--- src/rtl/audio_fetch.sv ---
// audio_fetch: round-robin, slot-gated per-channel sample fetch from VRAM/TILE memory
module audio_fetch #(
    parameter int CHANNELS    = 1,
    parameter int ACK_TIMEOUT = 15
) (
    input  logic                     clk,
    input  logic                     reset_i,
    input  logic                     audio_enable_i,
    input  logic                     dma_slot_i,
    input  logic [CHANNELS-1:0]      chan_fetch_i,
    input  logic [CHANNELS*16-1:0]   chan_addr_i,
    input  logic [CHANNELS-1:0]      chan_tile_i,
    output logic [CHANNELS*16-1:0]   chan_word_o,
    output logic                     mem_sel_o,
    output logic                     mem_tile_o,
    output logic [15:0]              mem_addr_o,
    input  logic                     mem_ack_i,
    input  logic [15:0]              mem_data_i,
    output logic                     busy_o,
    output logic [CHANNELS-1:0]      underrun_o,
    input  logic                     underrun_clr_i
);
    localparam int PW = CHANNELS > 1 ? $clog2(CHANNELS) : 1;
    typedef enum logic [1:0] {IDLE, REQ, GAP} state_t;
    state_t state;
    logic [CHANNELS-1:0] fetch_prev, pending, cap_tile, rise, fin;
    logic [15:0] cap_addr [CHANNELS];
    logic [PW-1:0] rr_ptr, gnt, pick;
    logic [7:0] timer;
    logic [15:0] pick_addr;
    logic found, pick_tile, done, timeout;
    int best;
    assign rise = chan_fetch_i & ~fetch_prev;
    assign done = state == REQ && (mem_ack_i || timer == 8'd0);
    assign timeout = done && !mem_ack_i;
    assign busy_o = state == REQ;
    // pick the pending channel with the smallest round-robin distance from rr_ptr
    always_comb begin
        found = 1'b0;
        pick = '0;
        pick_addr = '0;
        pick_tile = 1'b0;
        best = CHANNELS;
        fin = '0;
        for (int n = 0; n < CHANNELS; n++) begin
            fin[n] = done && gnt == PW'(n);
            if (pending[n] && (n - int'(rr_ptr) + CHANNELS) % CHANNELS < best) begin
                best = (n - int'(rr_ptr) + CHANNELS) % CHANNELS;
                found = 1'b1;
                pick = PW'(n);
                pick_addr = cap_addr[n];
                pick_tile = cap_tile[n];
            end
        end
    end
    always_ff @(posedge clk) begin
        if (reset_i) begin
            state <= IDLE;
            fetch_prev <= '0;
            pending <= '0;
            cap_tile <= '0;
            rr_ptr <= '0;
            gnt <= '0;
            timer <= '0;
            mem_sel_o <= 1'b0;
            mem_addr_o <= '0;
            mem_tile_o <= 1'b0;
            chan_word_o <= '0;
            underrun_o <= '0;
            for (int n = 0; n < CHANNELS; n++) cap_addr[n] <= '0;
        end else begin
            fetch_prev <= chan_fetch_i;
            for (int n = 0; n < CHANNELS; n++) begin
                pending[n] <= audio_enable_i && (rise[n] || (pending[n] && !fin[n]));
                if (audio_enable_i && rise[n]) begin
                    cap_addr[n] <= chan_addr_i[16*n +: 16];
                    cap_tile[n] <= chan_tile_i[n];
                end
                underrun_o[n] <= (audio_enable_i && rise[n] && pending[n]) || (timeout && fin[n]) ||
                                 (underrun_o[n] && !underrun_clr_i);
                if (state == REQ && mem_ack_i && gnt == PW'(n)) chan_word_o[16*n +: 16] <= mem_data_i;
            end
            case (state)
                IDLE: if (audio_enable_i && dma_slot_i && found) begin
                    gnt <= pick;
                    mem_addr_o <= pick_addr;
                    mem_tile_o <= pick_tile;
                    mem_sel_o <= 1'b1;
                    timer <= 8'(ACK_TIMEOUT);
                    state <= REQ;
                end
                REQ: if (done) begin
                    mem_sel_o <= 1'b0;
                    rr_ptr <= gnt == PW'(CHANNELS - 1) ? '0 : gnt + 1'b1;
                    state <= GAP;
                end else begin
                    timer <= timer - 8'd1;
                end
                default: state <= IDLE;
            endcase
        end
    end
endmodule

--- config.mk ---
export PLATFORM = sky130hd
export DESIGN_NAME = audio_fetch
export DESIGN_NICKNAME = d
export VERILOG_FILES = /design/src/rtl/audio_fetch.sv
export SDC_FILE = /design/constraint.sdc
export NUM_CORES = 1
export LEC_CHECK = 0
export ABC_CLOCK_PERIOD_IN_PS = 4220
export CAP_MARGIN = 20
export CORE_ASPECT_RATIO = 0.8
export CORE_UTILIZATION = 27
export DETAILED_ROUTE_END_ITERATION = 6
export SYNTH_ARGS = -nofsm -noshare
export SYNTH_HDL_FRONTEND = slang
export SYNTH_SLANG_ARGS = --single-unit
--- constraint.sdc ---
create_clock -name clk -period 4.22 [get_ports clk]
set_input_delay 0.633 -clock clk [delete_from_list [all_inputs] [get_ports clk]]
set_output_delay 0.633 -clock clk [all_outputs]
set_load 0.005 [all_outputs]
# After elaboration in Yosys (flattened, before gate mapping)
# Memory sizes are Yosys's and may differ from the RTL's. A register that Yosys moved wholly into a read port is not among the register bits.
# Index checks and enable logic that the tools add are counted.
# Widths: inputs -> output; s select.
dict set report word_totals {
  regBits 32
  latch_bits 0
  ramBits 16
  rom_bits 0
  in_bits 40
  output_inout_bits 36
  elab_cells 61
  memories 1
}
dict set report op_classes {
  n_addsub 1
  mul 0
  div 0
  magnitude_cmp 0
  eq_ne 4
  shift 0
  muxes 18
  n_bitwise 2
  n_reduce_logical 26
}
# memory depth width read_ports rd_clocked_by_memory_dff wr line
set memory_table {}
lappend memory_table {cap_addr 1 16 1 1 1 27} ;# logic [15:0] cap_addr [CHANNELS];
# operator n
set ops {}
lappend ops {{$mux 16} 1}
lappend ops {{$mux 8} 2}
lappend ops {{$pmux 8 s2} 1}
lappend ops {{$reduce_or 16->1} 1}
lappend ops {{$logic_and 1x1->1} 11}
lappend ops {{$mux 1} 10}
lappend ops {{$logic_not 8->1} 1}
lappend ops {{$sub 8x1->8 const B} 1}
lappend ops {{$reduce_and 3->1} 2}
lappend ops {{$logic_or 1x1->1} 4}
lappend ops {{$mux 2} 2}
lappend ops {{$ne 2x2->1 const B} 2}
lappend ops {{$pmux 2 s2} 1}
lappend ops {{$reduce_and 2->1} 2}
lappend ops {{$logic_not 1->1} 3}
lappend ops {{$eq 2x1->1 const B} 1}
lappend ops {{$logic_not 2->1} 1}
lappend ops {{$ne 2x1->1 const B} 1}
lappend ops {{$pmux 1 s2} 1}
lappend ops {{$reduce_bool 2->1} 1}
lappend ops {{$and 1x1->1} 1}
lappend ops {{$not 1->1} 1}

# Logic depth before layout (Yosys ltp)
dict set report logic_depth {
  depth_word 8
  ltp_mapped 7
  ltp_nobuf 6
}

# Least setup slack after synthesis
# Ideal clock, no wire load.
dict set report synth_timing {
  path_kind {input to register}
  start {in reset_i}
  end {mem cap_addr[0][0] (enable)}
  setup_ps 375
  arrival_time_ps 1545
  t_required_ps 3845
  slack_ps 2300
  stages 3
  path_buffers 2
  path_cell_list {clkbuf_1 clkbuf_1 nand2b_1}
}
dict set report synth_between {
  elab_chain_cells 4
  word_cells_on_any_way 6
  classes_between {5 x mux; 1 x reduce/logical}
}
# element line
set synth_lines {}
lappend synth_lines {{from (decl)} 7} ;# input logic reset_i,
lappend synth_lines {{$mux 1} 57} ;# if (reset_i) begin
lappend synth_lines {{$mux 1 (implied by the code)} 76} ;# cap_addr[n] <= chan_addr_i[16*n +: 16];
lappend synth_lines {{$reduce_or 16->1 (no line)} --}
lappend synth_lines {{$mux 1 (no line) (*)} --}
lappend synth_lines {{to (decl)} 27}
# Mark *: on every way between the ends. The rest lies on a longest branch, timed or not.

# Worst setup path in the final report
dict set report layout_timing {
  start {in audio_enable_i}
  end {reg timer[1]}
}
dict set report layout_between {
  elab_chain_cells 4
}
# element line
set layout_lines {}
lappend layout_lines {{from (decl)} 8} ;# input logic audio_enable_i,
lappend layout_lines {{$logic_and 1x1->1 (2 in series)} 84} ;# IDLE: if (audio_enable_i && dma_slot_i && found) begin
lappend layout_lines {{$ne 2x2->1 (no line)} --}
lappend layout_lines {{$reduce_and 3->1 (no line)} --}
lappend layout_lines {{to (signal assigned)} 89} ;# timer <= 8'(ACK_TIMEOUT);
lappend layout_lines {{to (signal assigned)} 97} ;# timer <= timer - 8'd1;
lappend layout_lines {{to (decl)} 29} ;# logic [7:0] timer;
# No other way between the ends.
# A chain may end at the register's enable or synchronous reset.

==> results.cfg <==
[outcome]
status = complete, no violations

[drt]
dr.pass1.iters = 4
first_iter_violations = 64
vias_per_cell = 4.530
antenna_left = 0
wl_met2_mm = 2.585
wire_per_inst_um = 12.62
drcViolationCount = 0
top_layer = met4
met1_length_mm = 2.652
via_count = 2007
met3RoutedLength_um = 268
routed_wirelength_mm = 5.590

[cts]
tritoncts = yes
htreeDepth = 3
cts_made_buffers = 9
post_cts_resized = 0
clock_sinks = 64
post_cts_buffers = 0
clkSlewWorstSetupHoldPaths_ns = 0.06
cts_root_buf = clkbuf_16
holdBufCountCts = 0
clockBufferDepth = 2
clkLatencyLatePin_ns = 0.33

[pwr]
switching_power_w = 0.0003042
power.leakage_nw = 1.221
p_int_w = 0.001145
switching_share_pct = 21.00
power_density_nw_per_um2 = 407.3
comb_power_share_pct = 5.4
pwr-share-seq_pct = 44.8
p_clk_share_pct = 49.8
ir_worst_vdd_uv = 187.3

[finish]
antenna_cells = 0
seq_area_um2 = 1441
drive_above_1_share_pct = 6.042
final_common_cell = clkdlybuf4s50_1
final_nets = 368
synthToLayoutAreaGrowth_pct = 45.87
fillers = 881
most-common-layout-cells = clkdlybuf4s50_1, nand2_1, dfxtp_1
final_core_util_pct = 41.20
multi_input_area_um2 = 927.1

[yosys]
synth_nets = 298
ys_seq_elements = 64
synth-main-ff-cell = dfxtp_1
syn-instance-count = 256
synth_area_leaders = dfxtp_1, edfxtp_1, nand2_1
synth-simple-area-share_pct = 23.09
synthArstFlopShare_pct = 0
synth_top_area_cell = dfxtp_1
syn-cell-area_um2 = 2439
synth_area_per_cell_um2 = 9.526
synth-compound-area-share_pct = 12.42
synth_edf_count = 16
yosys.area_share.adder_pct = 1.026
synth_xor_xnor_area_share_pct = 1.077
synth_top_family_by_area = simple AND/OR/NAND/NOR gates
yosys_warnings = 0
seq_area_frac_synth_pct = 59.11
synth.area.mux_share_pct = 0.4105
synthDistinctLibCells = 37
yosysTopAreaCellShare_pct = 39.40

[timing]
grt_setup_unrepaired = no
slew_viol_final = 0
setup_violations = 0
post-route-period-util_pct = 54.63
period_minus_slack_ns = 2.305
hold_viol_final = 0
worst_pin_slew_ns = 0.9315
slew_headroom_pct = 37.90
finClkSkew_ns = 0.006936
final.setup.tns_ns = 0
fmax_mhz = 433.8

[setup_path]
start_kind = input port
cp_top_family = simple AND/OR/NAND/NOR gates
critPathSlowestCell = and2_1
path_cells = clkdlybuf4s50_1, and4bb_1, and2_1, nor3_1, a311oi_1
cp.arrival_ns = 2.53
crit_buf_inv = 1
crit_fanout = 23
crit_path_end_kind = flop
critPathMaxStageDelay_ns = 0.71
critPathKind = input port to flop
required_ns = 4.45

[grt]
grt_max_degree = 52
grt_pass1_wl_mm = 9.087
antenna_found_initial = 0
track_usage_pct = 12.79
overflow = 0
grt_pass1_vias = 1941

[worst_hold_path]
worstHoldPathType = flop to flop

[job]
maxCapViolCount = 0

[placed_design]
gp_congestion = 0.7667
dp_hpwl_mm = 3.732
port_buffers = 75

[floorplan]
dieWidth_um = 108.3
core_um2 = 8633
die_h_um = 87
dieArea_um2 = 9418
ioPinCount = 76
start_util_pct = 28.25
placement_rows = 30
==> cell families after synthesis <==
family	count (synthesis)
AO/OA/AOI/OAI	51
XOR/XNOR	3
adder cells (fa/ha/maj)	2
buffers and inverters	18
flip-flops	64
multiplexers	1
AND/OR/NAND/NOR	117
==> power groups by stage <==
| stage | Combinational (W) | Clock [W] | Sequential (W) |
|---|---|---|---|
| detailed placement | 0.0000785 | 0 | 0.000662 |
| finish | 0.0000776 | 0.000722 | 0.000649 |
| global placement | 0.0000774 | 0 | 0.000662 |
| global route | 0.0000854 | 0.000768 | 0.000650 |
| CTS | 0.0000788 | 0.000741 | 0.000649 |
| floorplan | 0.0000299 | 0 | 0.000661 |
==> through the flow <==
stage                     hold WS, ns  total power, W  cell area [um2]  worst slack (ns)  instances
after floorplan                0.4315       0.0006906             2439             2.300        256
after global placement         0.4424       0.0007390             3262             1.646        427
after detailed placement       0.4474       0.0007406             3262             1.616        427
after CTS                      0.4568        0.001469             3557             1.927        443
after global routing           0.4772        0.001503             3557             1.795        443
final                          0.4527        0.001449             3557             1.915        443
==> path summary, 6_finish.rpt <==
kind	start	to	slack, ns	cells after the start
setup / recovery	audio_enable_i	timer[1]$_SDFFE_PP0P_	1.91	5
hold / removal	mem_addr_o[7]$_SDFFE_PP0P_	mem_addr_o[7]$_SDFFE_PP0P_	0.45	2
setup reg to reg	timer[0]$_SDFFE_PP0P_	timer[2]$_SDFFE_PP0P_	2.38	6
hold reg to reg	mem_addr_o[7]$_SDFFE_PP0P_	mem_addr_o[7]$_SDFFE_PP0P_	0.45	2
==> Yosys cell counts, types with 3 or more instances <==
library cell  number
and2_1            18
nor2_1             7
nand2b_1           3
nand2_1           69
clkbuf_1          12
nor2b_1            3
dfxtp_1           48
nor3_1             5
edfxtp_1          16
a21oi_1           35
xor2_1             3
==> tightest hold or removal path: cells and delay by family, from the launching register on <==
kind	cells	cell delay (ns)
AOI/OAI and AO/OA	1	0.05
DFF	1	0.31
and+or+nand+nor	1	0.05
==> routing by layer <==
metal  vias to the layer above  track usage [%]
met5                         -                0
met4                         0            5.897
met3                         9            4.562
met2                        43            19.63
met1                       947            16.11
li1                       1008                -
==> state kept, by name, indices dropped and copies added (netlist names) <==
| name | flops |
|---|---|
| cap_addr | 16 |
| chan_word_o | 16 |
| mem_addr_o | 16 |
| timer | 8 |
| state | 2 |
| cap_tile | 1 |
| fetch_prev | 1 |
| mem_sel_o | 1 |
| mem_tile_o | 1 |
| pending | 1 |
| underrun_o | 1 |
==> final cells by class <==
type,count,share of cell area [%]
Clock inverter,7,1.970
Tap cell,112,3.939
Timing Repair Buffer,75,20.96
Multi-Input combinational cell,174,26.06
Sequential cell,64,40.52
Clock buffer,9,6.331
Inverter,2,0.2110
Power figures use the tool's default switching activity.
